--- src/rtl/clock_rate_arbiter.sv ---
// clock_rate_arbiter: round-robin arbiter for divider rate changes; new half-period
// takes effect only at a high-to-low CLK_OUT boundary so no short pulses appear.
module clock_rate_arbiter #(
    parameter int          WIDTH        = 16,
    parameter int unsigned DEFAULT_HALF = 2
) (
    input  logic             CLK,
    input  logic             RST,
    input  logic             REQ0,
    input  logic [WIDTH-1:0] HALF0,
    input  logic             REQ1,
    input  logic [WIDTH-1:0] HALF1,
    output logic             GNT0,
    output logic             GNT1,
    output logic             ERR,
    output logic             BUSY,
    output logic [WIDTH-1:0] HALF_CUR,
    output logic             CLK_OUT
);
    typedef enum logic [1:0] {IDLE, PEND, GRANT} state_t;
    state_t           state_q, state_d;
    logic [WIDTH-1:0] cnt_q, cnt_d, half_q, half_d, lat_half_q, lat_half_d;
    logic             clk_q, clk_d, lat_id_q, lat_id_d, rr_q, rr_d;
    logic             term, win;
    logic [WIDTH-1:0] sel_half;
    // rr_q holds the id preferred on a tie: the requester not granted most recently
    assign term     = cnt_q >= half_q - WIDTH'(1);
    assign win      = (REQ0 && REQ1) ? rr_q : REQ1;
    assign sel_half = win ? HALF1 : HALF0;
    always_comb begin
        state_d    = state_q;
        lat_half_d = lat_half_q;
        lat_id_d   = lat_id_q;
        rr_d       = rr_q;
        half_d     = half_q;
        cnt_d      = term ? '0 : cnt_q + WIDTH'(1);
        clk_d      = term ? ~clk_q : clk_q;
        case (state_q)
            IDLE: if (REQ0 || REQ1) begin
                lat_id_d   = win;
                lat_half_d = sel_half;
                state_d    = (sel_half == '0) ? GRANT : PEND;
            end
            PEND: if (clk_q && term) begin
                half_d  = lat_half_q;
                state_d = GRANT;
            end
            GRANT: begin
                rr_d    = ~lat_id_q;
                state_d = IDLE;
            end
            default: state_d = IDLE;
        endcase
    end
    always_ff @(posedge CLK) begin
        if (RST) begin
            state_q    <= IDLE;
            cnt_q      <= '0;
            clk_q      <= 1'b0;
            half_q     <= WIDTH'(DEFAULT_HALF);
            lat_half_q <= '0;
            lat_id_q   <= 1'b0;
            rr_q       <= 1'b0;
        end else begin
            state_q    <= state_d;
            cnt_q      <= cnt_d;
            clk_q      <= clk_d;
            half_q     <= half_d;
            lat_half_q <= lat_half_d;
            lat_id_q   <= lat_id_d;
            rr_q       <= rr_d;
        end
    end
    assign GNT0     = (state_q == GRANT) && !lat_id_q;
    assign GNT1     = (state_q == GRANT) && lat_id_q;
    assign ERR      = (state_q == GRANT) && (lat_half_q == '0);
    assign BUSY     = state_q == PEND;
    assign HALF_CUR = half_q;
    assign CLK_OUT  = clk_q;
endmodule

--- config.mk ---
export PLATFORM = sky130hd
export DESIGN_NAME = clock_rate_arbiter
export DESIGN_NICKNAME = d
export VERILOG_FILES = /design/src/rtl/clock_rate_arbiter.sv
export SDC_FILE = /design/constraint.sdc
export NUM_CORES = 1
export LEC_CHECK = 0
export CAP_MARGIN = 30
export CORE_MARGIN = 5
export CORE_UTILIZATION = 52
export DETAILED_ROUTE_END_ITERATION = 8
export GPL_TIMING_DRIVEN = 0
export HOLD_SLACK_MARGIN = 0.1
export PLACE_DENSITY = 0.8
export SLEW_MARGIN = 20
export SYNTH_ARGS = -nofsm -noshare
export SYNTH_HDL_FRONTEND = slang
export SYNTH_SLANG_ARGS = --single-unit
--- constraint.sdc ---
create_clock -name CLK -period 4.77 [get_ports CLK]
set_clock_uncertainty 0.15 [all_clocks]
set_input_delay 1.431 -clock CLK [delete_from_list [all_inputs] [get_ports CLK]]
set_output_delay 1.431 -clock CLK [all_outputs]
set_load 0.005 [all_outputs]
== Word level (Yosys, flattened, before mapping) ==
Index checks and enable logic that the tools add are counted.

* Bits in registers: 53
* Output and inout bits: 21

* $add $sub $neg: 2
* $lt $le $gt $ge: 1
* Equality and inequality tests: 4
* Mux-type cells: 6
* Bitwise logic cells: 2
* Reductions and logical operators: 14

{| class="wikitable"
|+ Operators by type and width
! cell !! number
|-
| $logic_not A16 Y1 || 2
|-
| $add A16 B1 Y16 const B || 1
|-
| $ge A16 B16 Y1 || 1
|-
| $mux W16 || 1
|-
| $sub A16 B1 Y16 const B || 1
|-
| $mux W2 || 3
|-
| $reduce_and A2 Y1 || 3
|-
| $logic_and A1 B1 Y1 || 5
|-
| $pmux W2 S2 || 1
|-
| $eq A2 B1 Y1 const B || 1
|-
| $eq A2 B2 Y1 const B || 1
|-
| $logic_not A2 Y1 || 1
|-
| $ne A2 B1 Y1 const B || 1
|-
| $ne A2 B2 Y1 const B || 1
|-
| $not A1 Y1 || 2
|-
| $reduce_or A2 Y1 || 1
|-
| $logic_not A1 Y1 || 1
|-
| $logic_or A1 B1 Y1 || 1
|-
| $mux W1 || 1
|}

== Logic depth before layout (Yosys ltp) ==
* Depth in word-level cells: 7
* Gate-level depth with buffers: 14
* Depth with buffers taken out: 12

== Worst setup path after synthesis ==
Ideal clock, no wire load.

* Path type: reg2reg
* Start point: register half_q[6] (netlist: HALF_CUR[6])
* End point: register half_q[10] (netlist: HALF_CUR[10])
* Arrival: 3.458 ns
* Data required time: 4.548 ns
* Path slack: 1.090 ns
* Stages on the path, launching flop included: 13
* Period minus slack after synthesis: 3.680 ns
* Cells stage by stage: dfxtp_1 or4_1 or3_1 nor4_1 xnor2_1 ha_1 nand4_2 or4_1 o32a_2 a21boi_2 buf_6 buf_12 mux2i_1

* Word-level cells in the longest chain between the ends: 4

{| class="wikitable"
|+ Ends and longest elaborated chain
! what !! RTL line !! source
|-
| from (decl) || 22 || <nowiki>logic [WIDTH-1:0] cnt_q, cnt_d, half_q, half_d, lat_half_q, lat_half_d;</nowiki>
|-
| from (signal assigned) || 60 || <nowiki>half_q <= WIDTH'(DEFAULT_HALF);</nowiki>
|-
| from (signal assigned) || 68 || <nowiki>half_q <= half_d;</nowiki>
|-
| $sub A16 B1 Y16 || 27 || <nowiki>assign term = cnt_q >= half_q - WIDTH'(1);</nowiki>
|-
| $ge A16 B16 Y1 || 27 ||
|-
| $logic_and A1 B1 Y1 || 44 || <nowiki>PEND: if (clk_q && term) begin</nowiki>
|-
| $reduce_and A2 Y1 (no line) || -- ||
|}

Every way passes these cells.
A chain may end at the register's enable or synchronous reset.

== Final worst setup path ==
* Start point: register half_q[2] (netlist: HALF_CUR[2])
* End point: register cnt_q[10]

* Word-level cells in the longest chain between the ends: 3

{| class="wikitable"
|+ Ends and longest elaborated chain
! what !! RTL line !! source
|-
| $sub A16 B1 Y16 || 27 ||
|-
| $ge A16 B16 Y1 || 27 ||
|-
| $reduce_or A2 Y1 (no line) || -- ||
|-
| to (signal assigned) || 66 || <nowiki>cnt_q <= cnt_d;</nowiki>
|-
| to (decl) || 22 ||
|}

Every way passes these cells.

==> results.py <==
metrics = {
    "clocking": {
        "cts_resized": 0,
        "post-cts-setup-buffers": 0,
        "cts_root_buf": "clkbuf_8",
        "hold_buffers": 0,
        "cts_tree": "yes",
        "cts_buffers": 5,
        "clk_latency_ps": 310,
        "clock_sinks": 53,
        "htreeDepth": 2,
        "clockBufferDepth": 2,
        "clk_pin_slew_ps": 100,
    },
    "final_layout": {
        "final_common_cell": "clkdlybuf4s50_1",
        "drive_gt1_share_pct": 3.73,
        "fin_area_um2": 3670,
        "n_antenna_cell": 0,
        "final_cell_mix": "55 x clkdlybuf4s50_1, 53 x dfxtp_1, 50 x nor2_1, 44 x nand2_1, 32 x mux2i_1",
        "final_nets": 455,
        "fin_cells": 474,
        "area_growth_pct": 26.0,
    },
    "setup_path": {
        "cp.buffers_inverters": 1,
        "regToRegSetupSlack_ps": 680,
        "cp_top_family": "simple AND/OR/NAND/NOR gates",
        "crit_chain": "nor4_1 -> nand2_1 -> or3_1 -> nor4_1 -> xnor2_1 -> ha_1 -> nand4_2 -> or4_1 -> o32a_2 -> nand3_1 -> buf_2 -> nor2_1",
        "cpMaxStageDelayCell": "or4_1",
        "crit_top_cell": "nor4_1",
        "crit_type": "reg -> reg",
        "critPathLaunchType": "flop",
        "arrival_ps": 4140,
        "crit_required_ps": 4820,
        "worst_setup_path_end_kind": "flop",
        "critical_path.max_stage_delay_ps": 590,
        "critPathMaxFanout": 10,
    },
    "global_routing": {
        "grt_pass1_vias": 2557,
        "grt_usage_pct": 18.6,
        "antenna_found_initial": 0,
        "grt_pass1_wl_um": 11100,
        "grt_max_degree": 19,
        "grt_overflow": 0,
    },
    "synthesis": {
        "synth_compound_area_share_pct": 10.3,
        "synth_cell_types": 38,
        "synth_nets": 393,
        "synth_xor_area_share_pct": 8.42,
        "synth_mux_area_share_pct": 11.0,
        "yosys.area_share.simple_pct": 22.4,
        "avgSynthCellArea_um2": 8.60,
        "synthCells": 339,
        "synth_top_family_by_area": "simple AND/OR/NAND/NOR gates",
        "ys_seq_area_share_pct": 36.4,
        "syn_area_um2": 2910,
        "yosys_warnings": 0,
        "yosys.area_share.adder_pct": 7.73,
        "ys_seq_elements": 53,
    },
    "timing": {
        "fmax_mhz": 244,
        "hold_viol_final": 0,
        "setup_tns_ps": 0,
        "setup_ws_ps": 678,
        "rsz0062_at_grt": "false",
        "setup_viol": 0,
        "max-slew-margin-rel_pct": 57.8,
        "tightest_slew_ps": 618,
        "period_share_pct": 85.8,
        "min_period_ps": 4090,
        "drv_slew": 0,
    },
    "floorplan": {
        "rows": 27,
        "dieWidth_um": 84.9,
        "start_util_pct": 53.2,
        "die_h_um": 84.9,
        "pin_count": 57,
        "core_um2": 5470,
        "die_area_um2": 7200,
    },
    "route": {
        "routedWlPerCell_um": 13.4,
        "firstDrtPassIters": 4,
        "viasPerCell": 5.37,
        "drt-total-wl_um": 6330,
        "drt_iter0_markers": 62,
        "drc": 0,
        "ant_nets": 0,
        "vias": 2546,
    },
    "worst_hold_path": {
        "hold_class": "reg -> reg",
    },
    "placement": {
        "pre_cts_slack_ps": 686,
        "place_congestion": 0.828,
        "placed_area_um2": 3550,
        "place_inst": 466,
        "io_buffers": 55,
        "dpl.hpwl_um": 5320,
    },
    "status": {
        "status": "finished, final reports clean",
    },
    "flow_run": {
        "cap_viol_max_count": 0,
    },
    "pwr": {
        "p_leak_nw": 1.40,
        "irDropWorstVdd_v": 0.000194,
        "powerDensity_nw_per_um2": 400,
    },
}
-- cells in the mapped netlist --
cell type	number	area share, %
a2111oi_0	1	0.30
a211oi_1	17	4.4
a21boi_0	1	0.26
a21boi_2	1	0.39
a21o_1	1	0.26
a21oi_1	9	1.5
and2_1	1	0.21
and3_1	2	0.43
and4_1	1	0.30
buf_1	1	0.13
buf_12	1	0.69
buf_2	2	0.34
buf_6	1	0.39
clkbuf_1	9	1.2
dfxtp_1	53	36
ha_1	18	7.7
inv_1	8	1.0
mux2i_1	32	11
nand2_1	44	5.7
nand2b_1	2	0.43
nand3_1	7	1.2
nand3b_1	1	0.26
nand4_1	5	1.1
nand4_2	1	0.43
nor2_1	50	6.4
nor2b_1	1	0.21
nor3_1	9	1.5
nor4_1	15	3.2
o2111ai_1	1	0.30
o21a_1	3	0.77
o21ai_0	5	0.86
o31ai_1	1	0.26
o32a_2	1	0.39
o32ai_1	2	0.60
or3_1	1	0.21
or4_1	3	0.77
xnor2_1	16	4.8
xor2_1	12	3.6
-- cell type report --
type | count | area (um2)
Sequential cell | 53 | 1060
Multi-Input combinational cell | 264 | 1740
Inverter | 8 | 30.0
Timing Repair Buffer | 55 | 551
Clock buffer | 5 | 68.8
Tap cell | 72 | 90.1
Buffer | 14 | 78.8
Fill cell | 476 | 1800
Clock inverter | 3 | 48.8
-- report_power, final --
part	switching [W]	internal (W)	total [W]
Sequential	0.0000597	0.000510	0.000570
Combinational	0.000318	0.000264	0.000583
Clock	0.000156	0.000160	0.000315
Total	0.000533	0.000934	0.00147
-- final timing paths --
kind,to,start,cells past startpoint
setup / recovery,cnt_q[10],HALF_CUR[2],12
hold / removal,rr_q,rr_q,2
setup reg to reg,cnt_q[10],HALF_CUR[2],12
hold reg to reg,rr_q,rr_q,2
-- per-stage QoR --
step	power (W)	utilization, %	hold WS, ps
global route	0.00158	67.1	345
detailed placement	0.00116	65.0	302
finish	0.00147	67.1	323
global placement	0.00114	65.0	297
CTS	0.00148	67.1	328
floorplan	0.000983	-	280
-- tightest hold or removal path, stage by stage, from the launching register on --
cell and delay [ps]:
dfxtp_1 320, inv_1 40, a211oi_1 60
-- registers in the layout, indices dropped and copies added (netlist names) --
signal,cells
lat_half_q,16
lat_id_q,1
state_q,2
rr_q,1
HALF_CUR,16
CLK_OUT,1
cnt_q,16
-- layer usage --
metal  track usage (%)  part of all wire, %  vias up
li1                  -                    -     1334
met1              20.3                   41     1139
met2              34.7                   51       58
met3              4.17                  5.7       15
met4              7.05                  2.1        0
met5                 0                    0        -
-- cells by family (layout without fill, tap and decap cells) --
| logic type | after synthesis | after routing |
|---|---|---|
| simple gates | 143 | 143 |
| mux | 32 | 32 |
| compound gates | 43 | 43 |
| buf+inv | 22 | 85 |
| xor+xnor | 28 | 28 |
| flops | 53 | 53 |
| fa+ha+maj | 18 | 18 |
(Power assumes the default switching activity.)
